## src/rtl/alu_operand_stage_pkg.sv

```systemverilog
// Shared constants for the ALU issue path: widths, register-zero
// address and the ALU opcode encoding used by the stage and the ALU.
package alu_operand_stage_pkg;

    localparam int DATA_W = 32;
    localparam int REG_AW = 4;
    localparam int OPC_W  = 4;

    localparam logic [REG_AW-1:0] REG_ZERO = '0;

    typedef enum logic [OPC_W-1:0] {
        ALU_OR     = 4'd0,
        ALU_AND    = 4'd1,
        ALU_XOR    = 4'd2,
        ALU_ADD    = 4'd3,
        ALU_SUB    = 4'd4,
        ALU_SHIFTL = 4'd5,
        ALU_SHIFTR = 4'd6,
        ALU_MULT   = 4'd7,
        ALU_NOTA   = 4'd8
    } alu_op_e;

endpackage

```

## src/rtl/alu_operand_stage_fwd_mux.sv

```systemverilog
// Combinational operand resolve for one source register.
// Ports: src address, EX/WB forward taps, bank read data -> data.
module operand_fwd_mux
    import alu_operand_stage_pkg::*;
(
    input  logic [REG_AW-1:0] src,
    input  logic              ex_we,
    input  logic [REG_AW-1:0] ex_rd,
    input  logic [DATA_W-1:0] ex_data,
    input  logic              wb_we,
    input  logic [REG_AW-1:0] wb_rd,
    input  logic [DATA_W-1:0] wb_data,
    input  logic [DATA_W-1:0] rf_data,
    output logic [DATA_W-1:0] data
);

    // r0 is hardwired, so a match on it never forwards;
    // the younger EX result wins over WB.
    always_comb begin
        data = rf_data;
        if (src == REG_ZERO) begin
            data = '0;
        end else if (ex_we && ex_rd == src) begin
            data = ex_data;
        end else if (wb_we && wb_rd == src) begin
            data = wb_data;
        end
    end

endmodule

```

## src/rtl/alu_operand_stage.sv

```systemverilog
// Issue stage feeding the ALU: operand forwarding, load-use stall,
// registered ALU inputs with valid/ready on both sides and flush.
module alu_operand_stage
    import alu_operand_stage_pkg::*;
(
    input  logic              clk,
    input  logic              reset,
    input  logic              flush,
    input  logic              in_valid,
    output logic              in_ready,
    input  logic [OPC_W-1:0]  in_opcode,
    input  logic              in_skip,
    input  logic              in_sig,
    input  logic [REG_AW-1:0] in_rs1,
    input  logic [REG_AW-1:0] in_rs2,
    input  logic [REG_AW-1:0] in_rd,
    input  logic              in_we,
    input  logic              in_use_imm,
    input  logic [DATA_W-1:0] in_imm,
    output logic [REG_AW-1:0] rf_addr_a,
    output logic [REG_AW-1:0] rf_addr_b,
    input  logic [DATA_W-1:0] rf_data_a,
    input  logic [DATA_W-1:0] rf_data_b,
    input  logic              ex_we,
    input  logic [REG_AW-1:0] ex_rd,
    input  logic [DATA_W-1:0] ex_data,
    input  logic              ex_pending,
    input  logic              wb_we,
    input  logic [REG_AW-1:0] wb_rd,
    input  logic [DATA_W-1:0] wb_data,
    output logic              out_valid,
    input  logic              out_ready,
    output logic [DATA_W-1:0] alu_a,
    output logic [DATA_W-1:0] alu_b,
    output logic [OPC_W-1:0]  alu_opcode,
    output logic              alu_skip,
    output logic              alu_sig,
    output logic [REG_AW-1:0] out_rd,
    output logic              out_we
);

    logic              need_a;
    logic              need_b;
    logic              hazard;
    logic              load;
    logic [DATA_W-1:0] fwd_a;
    logic [DATA_W-1:0] fwd_b;
    logic [DATA_W-1:0] b_next;

    assign rf_addr_a = in_rs1;
    assign rf_addr_b = in_rs2;

    operand_fwd_mux u_fwd_a (
        .src     (in_rs1),
        .ex_we   (ex_we),
        .ex_rd   (ex_rd),
        .ex_data (ex_data),
        .wb_we   (wb_we),
        .wb_rd   (wb_rd),
        .wb_data (wb_data),
        .rf_data (rf_data_a),
        .data    (fwd_a)
    );

    operand_fwd_mux u_fwd_b (
        .src     (in_rs2),
        .ex_we   (ex_we),
        .ex_rd   (ex_rd),
        .ex_data (ex_data),
        .wb_we   (wb_we),
        .wb_rd   (wb_rd),
        .wb_data (wb_data),
        .rf_data (rf_data_b),
        .data    (fwd_b)
    );

    assign need_a = !in_skip;
    assign need_b = !in_use_imm;
    assign b_next = in_use_imm ? in_imm : fwd_b;

    // Stall only when an operand actually consumed is still
    // being loaded by the instruction in EX.
    assign hazard = in_valid && ex_we && ex_pending
                 && (ex_rd != REG_ZERO)
                 && ((need_a && ex_rd == in_rs1)
                  || (need_b && ex_rd == in_rs2));

    assign in_ready = !flush && !hazard
                   && (!out_valid || out_ready);

    assign load = in_valid && in_ready;

    // Data fields only move on a load, so a downstream stall
    // keeps every output bit-stable.
    always_ff @(posedge clk) begin
        if (reset) begin
            out_valid  <= 1'b0;
            alu_a      <= '0;
            alu_b      <= '0;
            alu_opcode <= '0;
            alu_skip   <= 1'b0;
            alu_sig    <= 1'b0;
            out_rd     <= '0;
            out_we     <= 1'b0;
        end else if (flush) begin
            out_valid <= 1'b0;
        end else if (load) begin
            out_valid  <= 1'b1;
            alu_a      <= fwd_a;
            alu_b      <= b_next;
            alu_opcode <= in_opcode;
            alu_skip   <= in_skip;
            alu_sig    <= in_sig;
            out_rd     <= in_rd;
            out_we     <= in_we;
        end else if (out_ready || !out_valid) begin
            out_valid <= 1'b0;
        end
    end

endmodule

```

## config.mk

```make
export PLATFORM = sky130hd
export DESIGN_NAME = alu_operand_stage
export DESIGN_NICKNAME = d
export VERILOG_FILES = /design/src/rtl/alu_operand_stage_pkg.sv /design/src/rtl/alu_operand_stage_fwd_mux.sv /design/src/rtl/alu_operand_stage.sv
export SDC_FILE = /design/constraint.sdc
export NUM_CORES = 1
export LEC_CHECK = 0
export CORE_MARGIN = 1
export CORE_UTILIZATION = 38
export DETAILED_ROUTE_END_ITERATION = 8
export GPL_ROUTABILITY_DRIVEN = 1
export PLACE_DENSITY = 0.86
export SYNTH_ARGS = -nofsm -noshare
export SYNTH_HDL_FRONTEND = slang
export SYNTH_HIERARCHICAL = 1
export SYNTH_SLANG_ARGS = --single-unit
```

## constraint.sdc

```tcl
create_clock -name clk -period 2.04 [get_ports clk]
set_clock_uncertainty 0.05 [all_clocks]
set_input_delay 0.408 -clock clk [delete_from_list [all_inputs] [get_ports clk]]
set_output_delay 0.408 -clock clk [all_outputs]
set_load 0.01 [all_outputs]
```

# Word level (Yosys, flattened, before mapping)
# Index checks and enable logic that the tools add are counted.
dict set report word_totals {
  regBits 76
  in_bits 196
}
dict set report op_classes {
  n_eq_ne 4
  n_mux 9
  n_bitwise 1
  n_reduce_logical 26
}
# op count
set ops {}
lappend ops {{two-way mux 32 bit} 7}
lappend ops {{equality test 4 bit} 4}
lappend ops {{logical AND 1 bit} 13}
lappend ops {{zero test 4 bit} 2}
lappend ops {{zero test 1 bit} 5}
lappend ops {{nonzero test 4 bit} 1}
lappend ops {{logical OR 1 bit} 2}
lappend ops {{two-way mux 1 bit} 2}
lappend ops {{AND reduction 2 bit} 1}
lappend ops {{nonzero test 2 bit} 1}
lappend ops {{OR reduction 2 bit} 1}
lappend ops {{NOT 1 bit} 1}

# Logic depth before layout (Yosys ltp)
# Gate-level depths: netlist of run 1.
dict set report logic_depth {
  ltp_word 9
  mapped_depth 9
}

# Modules after synthesis
# The synthesis of run 1 kept the hierarchy.
# module instances cells_per_inst area_per_inst_um2
set by_module_without_submodules {}
lappend by_module_without_submodules {alu_operand_stage 1 390 3873.7}
lappend by_module_without_submodules {operand_fwd_mux 2 176 1062.3}

# Worst setup path before layout of run 1
# Ideal clock, no wire load.
dict set report synth_timing {
  path_kind {input to register}
  start {input port ex_rd[0]}
  end {register alu_b[22]}
  arrival_ns 1.841
  t_required_ns 1.867
  setup_slack_ns 0.026
  cell_stages 8
  n_path_buf 1
  cell_sequence {nor2b_1 > a2111o_1 > clkbuf_1 > o31ai_1 > a31oi_1 > mux2i_1 > nor2_1 > mux2_1}
}
# item line
set synth_lines {}
lappend synth_lines {{start: declaration} alu_operand_stage.sv:25} ;# input logic [REG_AW-1:0] ex_rd,
lappend synth_lines {{equality test 4 bit} alu_operand_stage_fwd_mux.sv:23} ;# end else if (ex_we && ex_rd == src) begin
lappend synth_lines {{logical AND 1 bit} alu_operand_stage_fwd_mux.sv:23}
lappend synth_lines {{two-way mux 32 bit} alu_operand_stage_fwd_mux.sv:23}
lappend synth_lines {{two-way mux 32 bit} alu_operand_stage_fwd_mux.sv:21} ;# if (src == REG_ZERO) begin
lappend synth_lines {{net fwd_b[22]} alu_operand_stage.sv:47} ;# logic [DATA_W-1:0] fwd_b;
lappend synth_lines {{two-way mux 32 bit} alu_operand_stage.sv:79} ;# assign b_next = in_use_imm ? in_imm : fwd_b;
lappend synth_lines {{end signal: assignment} alu_operand_stage.sv:110} ;# alu_b <= b_next;
lappend synth_lines {{end: declaration} alu_operand_stage.sv:34} ;# output logic [DATA_W-1:0] alu_b,
# The timed path passes the listed nets, and every way through them passes these cells.
# A chain may end at the register's enable or synchronous reset.

# Final worst setup path of run 1
dict set report layout_timing {
  start {input port ex_rd[0]}
  end {output port in_ready}
}
dict set report layout_between {
  elab_chain_len 7
}
# item line
set layout_lines {}
lappend layout_lines {{equality test 4 bit, on equally long branches} {alu_operand_stage.sv:85, alu_operand_stage.sv:86}}
lappend layout_lines {{logical AND 1 bit, on equally long branches} {alu_operand_stage.sv:85, alu_operand_stage.sv:86}}
lappend layout_lines {{logical OR 1 bit} alu_operand_stage.sv:86} ;# || (need_b && ex_rd == in_rs2));
lappend layout_lines {{logical AND 1 bit (*)} alu_operand_stage.sv:85} ;# && ((need_a && ex_rd == in_rs1)
lappend layout_lines {{zero test 1 bit (*)} alu_operand_stage.sv:88} ;# assign in_ready = !flush && !hazard
lappend layout_lines {{logical AND 1 bit (*)} alu_operand_stage.sv:88}
lappend layout_lines {{logical AND 1 bit (*)} alu_operand_stage.sv:89} ;# && (!out_valid || out_ready);
lappend layout_lines {{end: declaration} alu_operand_stage.sv:10} ;# output logic in_ready,
# Mark *: on every way between the ends. The rest lies on a longest branch, timed or not.

==> results of run 1 <==
report_power, final:
group | leakage, nW | internal, W | switching (W) | total (W)
Clock | 0.187 | 0.00145 | 0.000693 | 0.00214
Sequential | 0.621 | 0.00157 | 0.0000475 | 0.00162
Combinational | 3.04 | 0.000999 | 0.000854 | 0.00185
Total | 3.85 | 0.00402 | 0.00159 | 0.00561
layout make-up:
class / count / area, um2
Fill cell: 1214 / 5080
Multi-Input combinational cell: 565 / 4290
Timing Repair Buffer: 371 / 3750
Sequential cell: 76 / 1520
Tap cell: 211 / 264
Clock buffer: 10 / 229
Clock inverter: 6 / 159
Inverter: 3 / 11.3
Antenna cell: 1 / 2.50
worst max-delay path, stage by stage:
cell and delay [ns]:
sky130_fd_sc_hd__buf_6 0.10, sky130_fd_sc_hd__buf_6 0.13, sky130_fd_sc_hd__xnor2_2 0.12, sky130_fd_sc_hd__nand3_1 0.09, sky130_fd_sc_hd__or4_4 0.52, sky130_fd_sc_hd__and3_4 0.19
sky130_fd_sc_hd__buf_6 0.11
metrics by stage:
stage | worst slack, ns | cells | utilization (%) | setup TNS, ns | cell area [um2]
floorplan | 0.0256 | 742 | - | 0 | 6000
global placement | -0.806 | 1215 | 61.4 | -47.88 | 9400
detailed placement | -0.818 | 1215 | 61.4 | -50.24 | 9400
CTS | -0.0699 | 1239 | 64.9 | -0.0699 | 9930
global route | -0.113 | 1243 | 66.8 | -1.78 | 10200
finish | -0.0907 | 1243 | 66.8 | -0.690 | 10200
logic make-up after synthesis:
logic type,share of synthesized area [%]
AOI/OAI and AO/OA,20.9
DFF,25.4
buffers and inverters,8.43
and+or+nand+nor,24.1
xor gates and xnor gates,2.63
muxes,18.5
per-layer routing:
metal	part of all wire (%)	vias up	global-route usage, %
met5	0	-	0
met4	3.8	0	16.2
met3	9.3	78	6.37
met2	48	454	52.7
met1	38	3421	36.0
li1	-	3331	-
state kept, by name, indices dropped and copies added (netlist names):
signal      count
alu_a          32
alu_b          32
alu_opcode      4
alu_sig         1
alu_skip        1
out_rd          4
out_valid       1
out_we          1
what timing repair did:
item | 4_1_cts | 5_1_grt
setup buffers | 7 | 0
setup endpoints to repair | 84 | 64
gates cloned | 1 | 3
pin swaps | 15 | 7
resized for setup | 78 | 60
cell usage after synthesis:
cell type / number / share of area (%)
sky130_fd_sc_hd__nand2b_1: 90 / 9.4
sky130_fd_sc_hd__dfxtp_1: 76 / 25
sky130_fd_sc_hd__mux2i_1: 75 / 13
sky130_fd_sc_hd__clkbuf_1: 69 / 4.3
sky130_fd_sc_hd__nand4_1: 65 / 6.8
sky130_fd_sc_hd__a31oi_1: 64 / 6.7
sky130_fd_sc_hd__o21ai_0: 64 / 5.3
sky130_fd_sc_hd__o31ai_1: 64 / 8.0
sky130_fd_sc_hd__nor2b_1: 36 / 3.8
sky130_fd_sc_hd__nor2_1: 32 / 2.0
sky130_fd_sc_hd__mux2_2: 26 / 4.9
sky130_fd_sc_hd__xnor2_1: 14 / 2.0
sky130_fd_sc_hd__buf_4: 11 / 1.4
sky130_fd_sc_hd__buf_6: 11 / 2.1
sky130_fd_sc_hd__mux2_1: 6 / 1.1
sky130_fd_sc_hd__buf_1: 5 / 0.31
sky130_fd_sc_hd__nand3_1: 4 / 0.33
sky130_fd_sc_hd__xor2_1: 4 / 0.58
sky130_fd_sc_hd__and3_1: 3 / 0.31
sky130_fd_sc_hd__inv_1: 3 / 0.19
sky130_fd_sc_hd__or4_1: 3 / 0.38
sky130_fd_sc_hd__a2111o_1: 2 / 0.38
sky130_fd_sc_hd__buf_2: 2 / 0.17
sky130_fd_sc_hd__nand2_1: 2 / 0.13
sky130_fd_sc_hd__o2111ai_1: 2 / 0.29
sky130_fd_sc_hd__or2_1: 2 / 0.21
sky130_fd_sc_hd__or4_4: 2 / 0.38
sky130_fd_sc_hd__a21oi_1: 1 / 0.083
sky130_fd_sc_hd__a32oi_1: 1 / 0.15
sky130_fd_sc_hd__and4_4: 1 / 0.19
sky130_fd_sc_hd__nand4_2: 1 / 0.21
sky130_fd_sc_hd__nor3_1: 1 / 0.083
worst min-delay path by stage:
stage	from	endpoint	slack, ns	cells after the start
after CTS	alu_a[11]$_SDFFE_PP0P_	alu_a[11]$_SDFFE_PP0P_	0.43	2
after floorplan	flush	out_valid$_SDFFE_PP0P_	0.44	1
after global placement	out_rd[1]$_SDFFE_PP0P_	out_rd[1]$_SDFFE_PP0P_	0.41	2
final	alu_a[15]$_SDFFE_PP0P_	alu_a[15]$_SDFFE_PP0P_	0.42	2
after global routing	alu_a[28]$_SDFFE_PP0P_	alu_a[28]$_SDFFE_PP0P_	0.45	2
after detailed placement	out_we$_SDFFE_PP0P_	out_we$_SDFFE_PP0P_	0.41	2
==> implementation parameters, run 1 <==
Parameter                              Value

Clock network
  CTS tree    built
  Clock buffers created by TritonCTS    9
  Source-to-sink clock delay at the later pin of the worst-skew pair    between 0.3 and 0.4 ns
  Clock-pin slew of the registers on the worst-case setup and hold paths    about 0.06 ns
  Root Buffer    sky130_fd_sc_hd__clkbuf_16
  Number of buffers on the longest clock path    2
  Count of hold-fix buffers inserted at cts    0
  Maximum level of the CTS H-tree    3
  Clock sinks    76

Timing
  Setup WS post-layout    -0.0907 ns
  Final period util    104%
  Achievable clock frequency    469 MHz
  Max transition margin    58.0%
  Post-layout min period    2.13 ns
  Final setup violating endpoints    26
  Transition at the pin with the smallest max-transition slack    0.630 ns
  Worst slack on hold paths    0.421 ns
  Unrepaired setup endpoints after global routing    yes
  Max-slew violation count    0
  Fin. Hold Viols    0

Detailed routing
  Vias    7284
  DRT iter0 DRCs    706
  Number of iterations in the first detailed-routing pass    5
  Routed wire per std cell    21.1 um
  Post-detailed-route DRC marker count    0
  ANT nets after route    0
  Detailed-route wire length    26.2 mm
  Ratio of routed vias to standard cells    ~5.9

Logic synthesis
  Post-synthesis area per instance    about 8.1 um2
  Synthesized Nets    938
  Number of register bits inferred by synthesis    76
  Cells after synthesis    742
  Syn Std Cell Area    roughly 6000 um2
  Proportion of synthesized chip area in sequential cells    25.4%
  Ys Warns    6
  Number of library cell types mapped by synthesis    32

Setup path
  Critical path launch point    ex_rd[0]
  Logic depth of the worst register-to-register path    5
  Critical path endpoint category    primary output
  Worst r2r dst    alu_b[6]$_SDFFE_PP0P_
  Largest driver fanout on the critical path    3
  Worst path arrival time    1.67 ns
  Kind of launch point of the worst setup path    input pin
  Capture point of the worst path    in_ready
  Critical Path RT    1.58 ns
  Reg-to-reg startpoint    out_valid$_SDFFE_PP0P_
  Reg2reg setup slack    0.37 ns
  WS Path Type    input pin to primary output

Power
  Total design power    about 0.0056 W
  Power Dens Cells    549 nW/um2
  Worst VDD drop    0.445 mV
  Leakage Power    between 3 and 4 nW

Run status
  Failing checks    negative setup slack
  Run status    complete, but fails checks

Floorplanning
  Initial core utilization    39.2%
  Total Die Area    ~16000 um2
  Die width    128 um
  I/O pins    281
  Core Box Area    15300 um2
  Row Count    45
  Die outline height    between 100 and 150 um

Finish
  Commonest non-fill, non-tap cell in the layout    sky130_fd_sc_hd__clkdlybuf4s50_1
  Area growth syn-to-layout    70.5%
  Nets    1222
  Commonest cells after routing, fill and taps aside    sky130_fd_sc_hd__clkdlybuf4s50_1, sky130_fd_sc_hd__nand2b_1, sky130_fd_sc_hd__dfxtp_1, sky130_fd_sc_hd__mux2i_1, sky130_fd_sc_hd__nand4_1
  Layout cell share with drive strength beyond 1    19.1%

GRT
  Via count of the first global-routing pass    approximately 7100
  Overall Global Routing Usage    30.7%
  Overflow left after global routing    0
  Antenna violations before repair    1
  Largest net degree at the start of global routing    58
  First-pass GRT wire length    38.3 mm

Placed design
  Final Wtd Congestion    roughly 0.93
  Sum of net half-perimeters after detailed placement    18.4 mm
  Port Buffers    280

Worst hold path
  Type of the most critical hold path    flop to flop

Run
  Number of maximum-capacitance violations    0
Note: power is estimated with default switching activity, not from simulation.
==> inputs of run 2 (changes only) <==
--- a/config.mk
+++ b/config.mk
@@ -5,11 +5,13 @@
 export SDC_FILE = /design/constraint.sdc
 export NUM_CORES = 1
 export LEC_CHECK = 0
+export ABC_AREA = 0
 export CORE_MARGIN = 1
 export CORE_UTILIZATION = 38
 export DETAILED_ROUTE_END_ITERATION = 8
 export GPL_ROUTABILITY_DRIVEN = 1
 export PLACE_DENSITY = 0.86
+export SLEW_MARGIN = 20
 export SYNTH_ARGS = -nofsm -noshare
 export SYNTH_HDL_FRONTEND = slang
 export SYNTH_HIERARCHICAL = 1
==> results of run 2 <==
No change in the layout: final DEF, timing and power equal those of run 1.
==> inputs of run 3 (changes only) <==
--- a/config.mk
+++ b/config.mk
@@ -7,12 +7,11 @@
 export LEC_CHECK = 0
 export ABC_AREA = 0
 export CORE_MARGIN = 1
-export CORE_UTILIZATION = 38
+export CORE_UTILIZATION = 36
 export DETAILED_ROUTE_END_ITERATION = 8
 export GPL_ROUTABILITY_DRIVEN = 1
-export PLACE_DENSITY = 0.86
+export PLACE_DENSITY = 0.87
 export SLEW_MARGIN = 20
 export SYNTH_ARGS = -nofsm -noshare
 export SYNTH_HDL_FRONTEND = slang
-export SYNTH_HIERARCHICAL = 1
 export SYNTH_SLANG_ARGS = --single-unit
==> run 3 against run 2 <==
Wire length down 3.9%. First-iteration DRC count down 14%. Worst setup slack better by 0.055 ns. Synthesized area down 16%. Cell area down 12%. Maximum frequency up 2.6%. Synthesized cell count down 16%. Sequential share of layout area up 2.0 points. Global-route usage up 1.7 points. Cell count down 13%. The run still ends with negative setup slack left. Sequential cell count unchanged. Register-to-register slack worse by 0.06 ns.
==> implementation parameters, run 3 <==
Parameter                              Value

Placed design
  Worst slack at placement    -0.666 ns (was -0.818 ns)
  Port Buffers    280 (unchanged)
  Sum of net half-perimeters after detailed placement    16.3 mm (was 18.4 mm)
  Final Wtd Congestion    0.923 (was 0.926)
  Post-DP Area    8310 um2 (was 9400 um2)

Detailed routing
  Routed wire per std cell    23.3 um (was 21.1 um)
  Detailed-route wire length    25.2 mm (was 26.2 mm)
  Post-detailed-route DRC marker count    0 (unchanged)
  Vias    6651 (was 7284)
  Ratio of routed vias to standard cells    6.15 (was 5.86)
  DRT iter0 DRCs    608 (was 706)
  Number of iterations in the first detailed-routing pass    5 (unchanged)
  ANT nets after route    0 (unchanged)

Power
  Power Dens Cells    547 nW/um2 (was 549 nW/um2)
  Combinational Power Share    34.0% (was 33.0%)
  Clk pwr share    32.9% (was 38.2%)
  Seq pwr share    33.1% (was 28.9%)
  Leakage Power    3.18 nW (was 3.85 nW)
  Worst VDD drop    0.354 mV (was 0.445 mV)
  Switching component of the power    0.00158 W (was 0.00159 W)
  Internal portion of total power    0.00334 W (was 0.00402 W)
  Net switching fraction of the power    32.1% (was 28.4%)

Finish
  Area growth syn-to-layout    79.2% (was 70.5%)
  Antenna cell count    0 (was 1)
  Footprint of the flip-flops and latches    1520 um2 (unchanged)
  Commonest cells after routing, fill and taps aside    sky130_fd_sc_hd__clkdlybuf4s50_1, sky130_fd_sc_hd__dfxtp_1, sky130_fd_sc_hd__o21ai_0, sky130_fd_sc_hd__nand3_1, sky130_fd_sc_hd__a21oi_1 (was sky130_fd_sc_hd__clkdlybuf4s50_1, sky130_fd_sc_hd__nand2b_1, sky130_fd_sc_hd__dfxtp_1, sky130_fd_sc_hd__mux2i_1, sky130_fd_sc_hd__nand4_1)
  Fill cell instance count of the final layout    1080 (was 1214)
  Final cell utilization of the core    67.2% (was 66.8%)
  Final instance area    9000 um2 (was 10200 um2)
  Top Registers    alu_a (32), alu_b (32) (unchanged)
  Combined area of the multi-input logic cells    3150 um2 (was 4290 um2)
  Nets    1097 (was 1222)
  Layout cell share with drive strength beyond 1    17.1% (was 19.1%)
  Commonest non-fill, non-tap cell in the layout    sky130_fd_sc_hd__clkdlybuf4s50_1 (unchanged)

Setup path
  Critical path endpoint category    primary output (unchanged)
  Kind of launch point of the worst setup path    input pin (unchanged)
  Critical Path RT    1.58 ns (about the same)
  Largest driver fanout on the critical path    3 (unchanged)
  WS Path Type    input pin to primary output (unchanged)
  Worst path arrival time    1.62 ns (was 1.67 ns)

Clock network
  Clock sinks    76 (unchanged)
  Clock buffers created by TritonCTS    9 (unchanged)
  Number of buffers on the longest clock path    2 (unchanged)
  Maximum level of the CTS H-tree    3 (unchanged)
  Root Buffer    sky130_fd_sc_hd__clkbuf_16 (unchanged)
  Source-to-sink clock delay at the later pin of the worst-skew pair    0.34 ns (about the same)
  CTS tree    built (unchanged)
  Clock-pin slew of the registers on the worst-case setup and hold paths    0.07 ns (was 0.06 ns)

Logic synthesis
  Number of synthesized flops with an enable pin    0 (unchanged)
  Post-synthesis area per instance    8.06 um2 (was 8.08 um2)
  Cell with the most instances after synthesis    sky130_fd_sc_hd__dfxtp_1 (was sky130_fd_sc_hd__nand2b_1)
  Synth Flop Type    sky130_fd_sc_hd__dfxtp_1 (unchanged)
  Simple-gate share of the synthesized area    16.6% (was 24.1%)
  Cells after synthesis    623 (was 742)
  Share of synthesized registers carrying an async set or reset    0% (unchanged)
  Top cell type's share of synthesized area    30.3% (was 25.4%)
  Xor and xnor fraction of the mapped netlist area    2.79% (was 2.63%)
  Top cells by area in the synthesized netlist    sky130_fd_sc_hd__dfxtp_1, sky130_fd_sc_hd__a311oi_2, sky130_fd_sc_hd__o21ai_0 (was sky130_fd_sc_hd__dfxtp_1, sky130_fd_sc_hd__mux2i_1, sky130_fd_sc_hd__nand2b_1)
  Syn Std Cell Area    5020 um2 (was 6000 um2)
  Number of library cell types mapped by synthesis    35 (was 32)
  Fraction of synthesized area in multiplexers    0% (was 18.5%)
  Dominant combinational cell family by area after synthesis    compound AO/OA/AOI/OAI gates (was simple AND/OR/NAND/NOR gates)
  Synthesized Nets    819 (was 938)
  Post-synthesis cell type with the largest combined area    sky130_fd_sc_hd__dfxtp_1 (unchanged)
  Complex-gate fraction of the synthesized area    39.6% (was 20.9%)
  Proportion of synthesized chip area in sequential cells    30.3% (was 25.4%)
  Adder-Cell Fraction of Synth Area    0% (unchanged)
  Number of register bits inferred by synthesis    76 (unchanged)
  Ys Warns    0 (was 6)
  List of most frequent post-synthesis cells    sky130_fd_sc_hd__dfxtp_1, sky130_fd_sc_hd__o21ai_0, sky130_fd_sc_hd__clkbuf_1, sky130_fd_sc_hd__nand3_1, sky130_fd_sc_hd__a21oi_1 (was sky130_fd_sc_hd__nand2b_1, sky130_fd_sc_hd__dfxtp_1, sky130_fd_sc_hd__mux2i_1, sky130_fd_sc_hd__clkbuf_1, sky130_fd_sc_hd__nand4_1)

Floorplanning
  Core Box Area    13400 um2 (was 15300 um2)
  I/O pins    281 (unchanged)
  Die outline height    120 um (was 128 um)
  Die width    120 um (was 128 um)
  Row Count    42 (was 45)
  Initial core utilization    37.5% (was 39.2%)
  Total Die Area    14400 um2 (was 16300 um2)

GRT
  Overall Global Routing Usage    32.4% (was 30.7%)
  Via count of the first global-routing pass    6561 (was 7054)
  Largest net degree at the start of global routing    47 (was 58)
  Most congested layer reported by global routing    met2 (unchanged)
  First-pass GRT wire length    35.6 mm (was 38.3 mm)
  Met1 track utilization from global routing    35.9% (was 36.0%)
  Overflow left after global routing    0 (unchanged)
  Antenna violations before repair    0 (was 1)
  Global Route met3 Usage    7.84% (was 6.37%)
  Met2 global-route usage    56.5% (was 52.7%)

Timing
  Final period util    102% (was 104%)
  Achievable clock frequency    482 MHz (was 469 MHz)
  Max transition margin    59.8% (was 58.0%)
  Worst slack on hold paths    0.380 ns (was 0.421 ns)
  Final setup violating endpoints    2 (was 26)
  Max-slew violation count    0 (unchanged)
  Transition at the pin with the smallest max-transition slack    0.603 ns (was 0.630 ns)
  Fin. Hold Viols    0 (unchanged)
  Setup WS post-layout    -0.0362 ns (was -0.0907 ns)
  Post-layout min period    2.08 ns (was 2.13 ns)

Run
  Number of maximum-capacitance violations    0 (unchanged)

Run status
  Failing checks    negative setup slack (unchanged)
  Run status    complete, but fails checks (unchanged)

Worst hold path
  Type of the most critical hold path    input pin to flop (was flop to flop)
==> run 3: cells by family (layout without fill, tap and decap cells) <==
kind of cell	after synthesis	after routing
xor gates and xnor gates	16	16
buffers and inverters	121	404
DFF	76	76
and+or+nand+nor	160	160
AOI/OAI and AO/OA	250	250
==> run 3: timing repair <==
action,in CTS,in global routing
hold buffers,0,0
resized for setup,53,31
buffers inserted,4,5
endpoints found under the setup margin,77,65
gates cloned,3,3
pin swaps,15,22
==> run 3: cell type report <==
type | instances | share of cell area [%]
timing repair buffer | 352 | 40.9
inverter | 36 | 1.50
sequential | 76 | 16.9
tap | 176 | 2.45
multi-input combinational | 426 | 35.0
clock buffer | 9 | 2.50
clock inverter | 7 | 0.723
==> run 3: final timing paths <==
path / startpoint / slack, ns / depth (start not counted) / endpoint
setup / recovery: in_rs1[2] / -0.04 / 6 / in_ready
hold / removal: reset / 0.38 / 2 / out_rd[0]$_SDFFE_PP0P_
setup reg to reg: out_valid$_SDFFE_PP0P_ / 0.31 / 8 / alu_b[28]$_SDFFE_PP0P_
hold reg to reg: alu_a[9]$_SDFFE_PP0P_ / 0.42 / 1 / alu_a[9]$_SDFFE_PP0P_
==> run 3: per-stage QoR <==
stage	power (W)	instances	TNS [ns]
global placement	0.00315	1053	-40.64
floorplan	0.00227	623	0
finish	0.00492	1082	-0.0402
detailed placement	0.00317	1053	-44.41
CTS	0.00485	1075	-0.0401
global route	0.00508	1082	-0.168
==> run 3: power groups by stage <==
stage / clock, W / sequential (W) / combinational, W
2_1_floorplan: 0 / 0.00170 / 0.000570
3_3_place_gp: 0 / 0.00166 / 0.00149
3_5_place_dp: 0 / 0.00166 / 0.00151
4_1_cts: 0.00163 / 0.00163 / 0.00159
5_1_grt: 0.00169 / 0.00164 / 0.00175
6_report: 0.00162 / 0.00163 / 0.00168
==> run 3: metal layers <==
metal / routed length [um] / part of all wire [%]
met5: 0 / 0
met4: 1120 / 4.5
met3: 2440 / 9.7
met2: 12300 / 49
met1: 9290 / 37
==> run 3: worst max-delay path, stage by stage <==
cell and delay, ns:
sky130_fd_sc_hd__dlygate4sd2_1 0.29, sky130_fd_sc_hd__xnor2_2 0.19, sky130_fd_sc_hd__nand4_1 0.21, sky130_fd_sc_hd__o221ai_4 0.27, sky130_fd_sc_hd__inv_2 0.11, sky130_fd_sc_hd__buf_6 0.13
